==> src/rtl/param_reg_file_pkg.sv <==
// Shared types and default sizes for the parameterised register file.
package param_reg_file_pkg;

  localparam int unsigned DefaultWidth = 32;
  localparam int unsigned DefaultDepth = 32;

  typedef enum logic {
    StSweep,
    StRun
  } state_e;

endpackage

==> src/rtl/param_reg_file_if.sv <==
// Write/read port bundle of the register file; master drives requests, slave returns data.
interface param_reg_file_if
  import param_reg_file_pkg::*;
#(
  parameter int unsigned WIDTH  = DefaultWidth,
  parameter int unsigned ADDR_W = $clog2(DefaultDepth)
);

  logic              Clear;
  logic              RegWrite;
  logic [ADDR_W-1:0] WriteRegister;
  logic [WIDTH-1:0]  WriteData;
  logic [ADDR_W-1:0] ReadRegister1;
  logic [ADDR_W-1:0] ReadRegister2;
  logic [WIDTH-1:0]  ReadData1;
  logic [WIDTH-1:0]  ReadData2;
  logic              Ready;

  modport master (
    output Clear, RegWrite, WriteRegister, WriteData, ReadRegister1, ReadRegister2,
    input  ReadData1, ReadData2, Ready
  );

  modport slave (
    input  Clear, RegWrite, WriteRegister, WriteData, ReadRegister1, ReadRegister2,
    output ReadData1, ReadData2, Ready
  );

endinterface

==> src/rtl/reg_sweep_ctrl.sv <==
// Zeroing-sweep controller: walks every register index once after reset or Clear.
module reg_sweep_ctrl
  import param_reg_file_pkg::*;
#(
  parameter int unsigned DEPTH  = DefaultDepth,
  parameter int unsigned ADDR_W = $clog2(DefaultDepth)
) (
  input  logic              clk,
  input  logic              reset,
  input  logic              clear,
  output logic              ready,
  output logic              sweep_we,
  output logic [ADDR_W-1:0] sweep_addr
);

  localparam logic [ADDR_W-1:0] LastIdx = ADDR_W'(DEPTH - 1);

  state_e            state_q, state_d;
  logic [ADDR_W-1:0] idx_q, idx_d;

  always_ff @(posedge clk) begin
    if (reset) begin
      state_q <= StSweep;
      idx_q   <= '0;
    end else begin
      state_q <= state_d;
      idx_q   <= idx_d;
    end
  end

  always_comb begin
    state_d  = state_q;
    idx_d    = idx_q;
    sweep_we = 1'b0;
    unique case (state_q)
      StSweep: begin
        sweep_we = 1'b1;
        if (idx_q == LastIdx) begin
          state_d = StRun;
          idx_d   = '0;
        end else begin
          idx_d = idx_q + ADDR_W'(1);
        end
      end
      StRun: begin
        if (clear) begin
          state_d = StSweep;
          idx_d   = '0;
        end
      end
      default: state_d = StSweep;
    endcase
  end

  assign ready      = (state_q == StRun);
  assign sweep_addr = idx_q;

endmodule

==> src/rtl/param_reg_file.sv <==
// Register file with optional hardwired zero register, write-to-read bypass and sweep-clear.
module param_reg_file
  import param_reg_file_pkg::*;
#(
  parameter int unsigned WIDTH    = DefaultWidth,
  parameter int unsigned DEPTH    = DefaultDepth,
  parameter int unsigned ZERO_REG = 1,
  parameter int unsigned BYPASS   = 1
) (
  input logic             clk,
  input logic             reset,
  param_reg_file_if.slave bus
);

  localparam int unsigned       ADDR_W = $clog2(DEPTH);
  localparam logic [ADDR_W:0]   DepthW = (ADDR_W + 1)'(DEPTH);

  logic [WIDTH-1:0]  regs_q [DEPTH];
  logic              ready;
  logic              sweep_we;
  logic [ADDR_W-1:0] sweep_addr;
  logic              wr_legal;

  reg_sweep_ctrl #(
    .DEPTH  (DEPTH),
    .ADDR_W (ADDR_W)
  ) u_sweep (
    .clk        (clk),
    .reset      (reset),
    .clear      (bus.Clear),
    .ready      (ready),
    .sweep_we   (sweep_we),
    .sweep_addr (sweep_addr)
  );

  function automatic logic addr_writable(input logic [ADDR_W-1:0] addr);
    return ({1'b0, addr} < DepthW) && !((ZERO_REG != 0) && (addr == '0));
  endfunction

  // Clear in the same cycle as a write wins: the write is dropped.
  assign wr_legal = ready && bus.RegWrite && !bus.Clear && addr_writable(bus.WriteRegister);

  always_ff @(posedge clk) begin
    if (!reset) begin
      if (sweep_we) begin
        regs_q[sweep_addr] <= '0;
      end else if (wr_legal) begin
        regs_q[bus.WriteRegister] <= bus.WriteData;
      end
    end
  end

  function automatic logic [WIDTH-1:0] read_port(input logic [ADDR_W-1:0] addr);
    logic [WIDTH-1:0] data;
    data = '0;
    if (ready && addr_writable(addr)) begin
      if ((BYPASS != 0) && wr_legal && (bus.WriteRegister == addr)) begin
        data = bus.WriteData;
      end else begin
        data = regs_q[addr];
      end
    end
    return data;
  endfunction

  always_comb begin
    bus.ReadData1 = read_port(bus.ReadRegister1);
    bus.ReadData2 = read_port(bus.ReadRegister2);
  end

  assign bus.Ready = ready;

endmodule

==> src/flat_wrapper.sv <==
// flat-port wrapper written by rule: the top's interface ports become plain ports
module param_reg_file_flat import param_reg_file_pkg::*;
#(
  parameter int unsigned WIDTH    = DefaultWidth,
  parameter int unsigned DEPTH    = DefaultDepth,
  parameter int unsigned ZERO_REG = 1,
  parameter int unsigned BYPASS   = 1
)
  (clk, reset, bus_Clear, bus_RegWrite, bus_WriteRegister, bus_WriteData, bus_ReadRegister1, bus_ReadRegister2, bus_ReadData1, bus_ReadData2, bus_Ready);
  param_reg_file_if #(.WIDTH(WIDTH), .ADDR_W(5)) bus_i ();
  input logic clk;
  input logic reset;
  input wire logic [$bits(bus_i.Clear)-1:0] bus_Clear;
  input wire logic [$bits(bus_i.RegWrite)-1:0] bus_RegWrite;
  input wire logic [$bits(bus_i.WriteRegister)-1:0] bus_WriteRegister;
  input wire logic [$bits(bus_i.WriteData)-1:0] bus_WriteData;
  input wire logic [$bits(bus_i.ReadRegister1)-1:0] bus_ReadRegister1;
  input wire logic [$bits(bus_i.ReadRegister2)-1:0] bus_ReadRegister2;
  output wire logic [$bits(bus_i.ReadData1)-1:0] bus_ReadData1;
  output wire logic [$bits(bus_i.ReadData2)-1:0] bus_ReadData2;
  output wire logic [$bits(bus_i.Ready)-1:0] bus_Ready;
  assign bus_i.Clear = bus_Clear;
  assign bus_i.RegWrite = bus_RegWrite;
  assign bus_i.WriteRegister = bus_WriteRegister;
  assign bus_i.WriteData = bus_WriteData;
  assign bus_i.ReadRegister1 = bus_ReadRegister1;
  assign bus_i.ReadRegister2 = bus_ReadRegister2;
  assign bus_ReadData1 = bus_i.ReadData1;
  assign bus_ReadData2 = bus_i.ReadData2;
  assign bus_Ready = bus_i.Ready;
  param_reg_file #(.WIDTH(WIDTH), .DEPTH(DEPTH), .ZERO_REG(ZERO_REG), .BYPASS(BYPASS)) u_core (.clk(clk), .reset(reset), .bus(bus_i));
endmodule
==> config.mk <==
export PLATFORM = sky130hd
export DESIGN_NAME = param_reg_file_flat
export DESIGN_NICKNAME = d
export VERILOG_FILES = /design/src/rtl/param_reg_file_pkg.sv /design/src/rtl/param_reg_file_if.sv /design/src/rtl/reg_sweep_ctrl.sv /design/src/rtl/param_reg_file.sv /design/src/flat_wrapper.sv
export SDC_FILE = /design/constraint.sdc
export NUM_CORES = 1
export LEC_CHECK = 0
export CORE_MARGIN = 2
export CORE_UTILIZATION = 55
export DETAILED_ROUTE_END_ITERATION = 8
export PLACE_DENSITY = 0.72
export SLEW_MARGIN = 20
export SYNTH_ARGS = -nofsm -noshare
export SYNTH_HDL_FRONTEND = slang
export SYNTH_SLANG_ARGS = --single-unit
==> constraint.sdc <==
create_clock -name clk -period 5.5 [get_ports clk]
set_clock_uncertainty 0.15 [all_clocks]
set_input_delay 1.375 -clock clk [delete_from_list [all_inputs] [get_ports clk]]
set_output_delay 1.375 -clock clk [all_outputs]
set_load 0.05 [all_outputs]
==> metrics.cfg <==
[final_layout]
fillers = 5894
syn2layout_area_growth_pct = 17.04
drive_gt1_frac = 0.3099
multi_input_area_um2 = 17680
final_cell_count_no_fill = 4267
layout.nets = 3071
ff_latch_area_um2 = 30870

[global_routing]
grt_first_pass_wirelength_um = 222600
grt_overflow = 0
grt_start_max_net_pins = 60
antenna_found_initial = 3
grt_usage = 0.3358
first_global_vias = 31700

[routing]
drt.antenna.violating_nets = 0
vias_per_cell = 7.426
dr.pass1.iters = 5
vias = 31690
drc_errors = 0
wl_um = 156200
wl_per_cell_um = 36.60
first_iter_violations = 4551

[sta]
finalHoldViolCount = 0
slew_headroom = 0.3447
post-route-period-util = 0.9934
drv_slew = 0
whs_ns = 0.4466
tightest_slew_ns = 0.9829
finalSetupViolCount = 0
grt_setup_unrepaired = false
period_needed_ns = 5.464
max_freq_ghz = 0.1830

[worst_setup_path]
cp-start-kind = primary input
arrival_ns = 3.94
path_class = primary input to primary output
worstSetupEndpointType = primary output
required_ns = 3.97
crit_fanout = 17

[synthesis]
synth_common_cells = edfxtp_1 (1,024), mux4_2 (398), mux2i_1 (310)
yosysMostFrequentCell = edfxtp_1
netlist.top_cell.by_area = edfxtp_1
netlist_area_um2 = 49400
synth_area_leaders = edfxtp_1 (62%), mux4_2 (18%), mux2i_1 (6.3%)
syn_inst = 2744
ys_types = 61
synth_nets = 2797
netlist.area_leader.share = 0.6224
syn_avg_cell_area_um2 = 18.00
synth_edf_count = 1024
yosysSeqAreaShare = 0.6248
ys_seq_elements = 1030
async_flop_share = 0
synthFlopType = edfxtp_1
ys_warn_count = 0

[power_and_ir_drop]
p_per_area_nw_per_um2 = 286.2
vdd.ir_drop.worst_uv = 234.6
power_leakage_uw = 0.01787

[cts]
clockRootBuffer = clkbuf_16
cts.sinks = 1030
cts_buffers = 104
clkLatencyLatePin_ns = 0.66
cts_max_level = 3
clockBufferDepth = 3
clkTransAtPathRegs_ns = 0.06
tritoncts = done
ctsHoldBuffers = 0

[placed_design]
port_buffers = 115
globalplace.congestion = 0.9056
hpwl_um = 95740
dp_cells = 4073

[floorplanning]
num_rows = 109
core_area_um2 = 88650
die-area_um2 = 92240
initial_utilization = 0.5573
io_pins = 116
die_x_um = 303.7
die_y_um = 303.7

[outcome]
status = complete, no violations

[job]
cap_violations = 0

[worst_hold_path]
hold_class = flip-flop to flip-flop

==> state kept, by name (all words and copies together), names as in the netlist <==
name	flops
u_core.u_sweep.ready	1
u_core.u_sweep.sweep_addr	5
u_core.regs_q	1024
==> power breakdown <==
group	internal, uW	total [uW]	switching, uW
combinational	548	1290	741
sequential	8560	8590	26.7
clock	3710	6670	2960
total	12800	16500	3730
==> cells in the final DEF, fill, tap and decap left out, drive strengths merged, types with 9 or more instances in the layout <==
master         count
clkdlybuf4s50     42
nand2b             9
nor3              10
nand3             16
clkinv            56
nand2             65
o21bai            37
inv                9
nor3b             12
mux2              13
mux2i            310
mux4             398
a311o             15
buf              347
nor2              64
edfxtp          1024
and2              37
a31oi             17
a21oi             66
a221oi           125
o21ai             50
xnor2             10
a211o             34
nor2b             35
clkbuf           133
a221o             12
a22oi             46
o22ai             19
a211oi             9
==> kinds of logic (layout without fill, tap and decap cells) <==
| logic type | count (synthesis) | in the layout | share of synthesized area |
|---|---|---|---|
| AOI/OAI and AO/OA | 470 | 470 | 0.07248 |
| xor gates and xnor gates | 10 | 10 | 0.001773 |
| adders and majority gates | 2 | 2 | 0.0005064 |
| buffers and inverters | 235 | 592 | 0.02487 |
| DFF | 1030 | 1030 | 0.6248 |
| muxes | 721 | 721 | 0.2472 |
| other | 0 | 1 | 0 |
| and+or+nand+nor | 276 | 276 | 0.02834 |
==> path summary, 6_finish.rpt <==
check / from / to / slack, ns / cells after the start
hold / removal: u_core.u_sweep.sweep_addr[4] / u_core.u_sweep.sweep_addr[4] / 0.45 / 2
hold reg to reg: u_core.u_sweep.sweep_addr[4] / u_core.u_sweep.sweep_addr[4] / 0.45 / 2
setup / recovery: bus_WriteRegister[1] / bus_ReadData1[11] / 0.04 / 9
setup reg to reg: u_core.u_sweep.ready / u_core.regs_q[16][28] / 1.76 / 10
==> metal layers <==
metal | part of all wire | track usage | vias up
met5 | 0 | 0.003618 | -
met4 | 0.060 | 0.1869 | 0
met3 | 0.12 | 0.06927 | 519
met2 | 0.47 | 0.5279 | 2508
met1 | 0.35 | 0.4424 | 16340
li1 | - | - | 12330
==> timing repair <==
| action | 4_1_cts | 5_1_grt |
|---|---|---|
| endpoints found under the setup margin | 30 | 10 |
| resized for setup | 0 | 5 |
| setup buffers | 2 | 2 |
| pin swaps | 1 | 1 |
==> critical path, cell delays in order <==
cell and delay [ns]:
clkdlybuf4s50_1 0.67, buf_4 0.22, xnor2_1 0.12, nand2_1 0.09, or3_2 0.52, buf_4 0.23, and3_1 0.17, a31oi_1 0.34
buf_12 0.19
==> final cells by class <==
class	instances	share of cell area
multi-input combinational	1479	0.3058
timing repair buffer	391	0.07980
antenna	1	0.00004328
clock inverter	58	0.006275
clock buffer	131	0.04823
tap	1165	0.02521
inverter	12	0.0008223
sequential	1030	0.5339
==> stage by stage <==
stage          cell area [um2]  setup WS [ns]  power [uW]  utilization  TNS (ns)
6_report                 57820        0.03617       16550       0.6523         0
5_1_grt                  57820       0.001952       16920       0.6523         0
4_1_cts                  57790        0.05029       16560       0.6519         0
3_5_place_dp             54610        -0.2037       10010       0.6161    -5.035
3_3_place_gp             54610        -0.1565       10000       0.6161    -4.345
2_1_floorplan            49400        0.06118        9509            -         0
(Power assumes the default switching activity.)
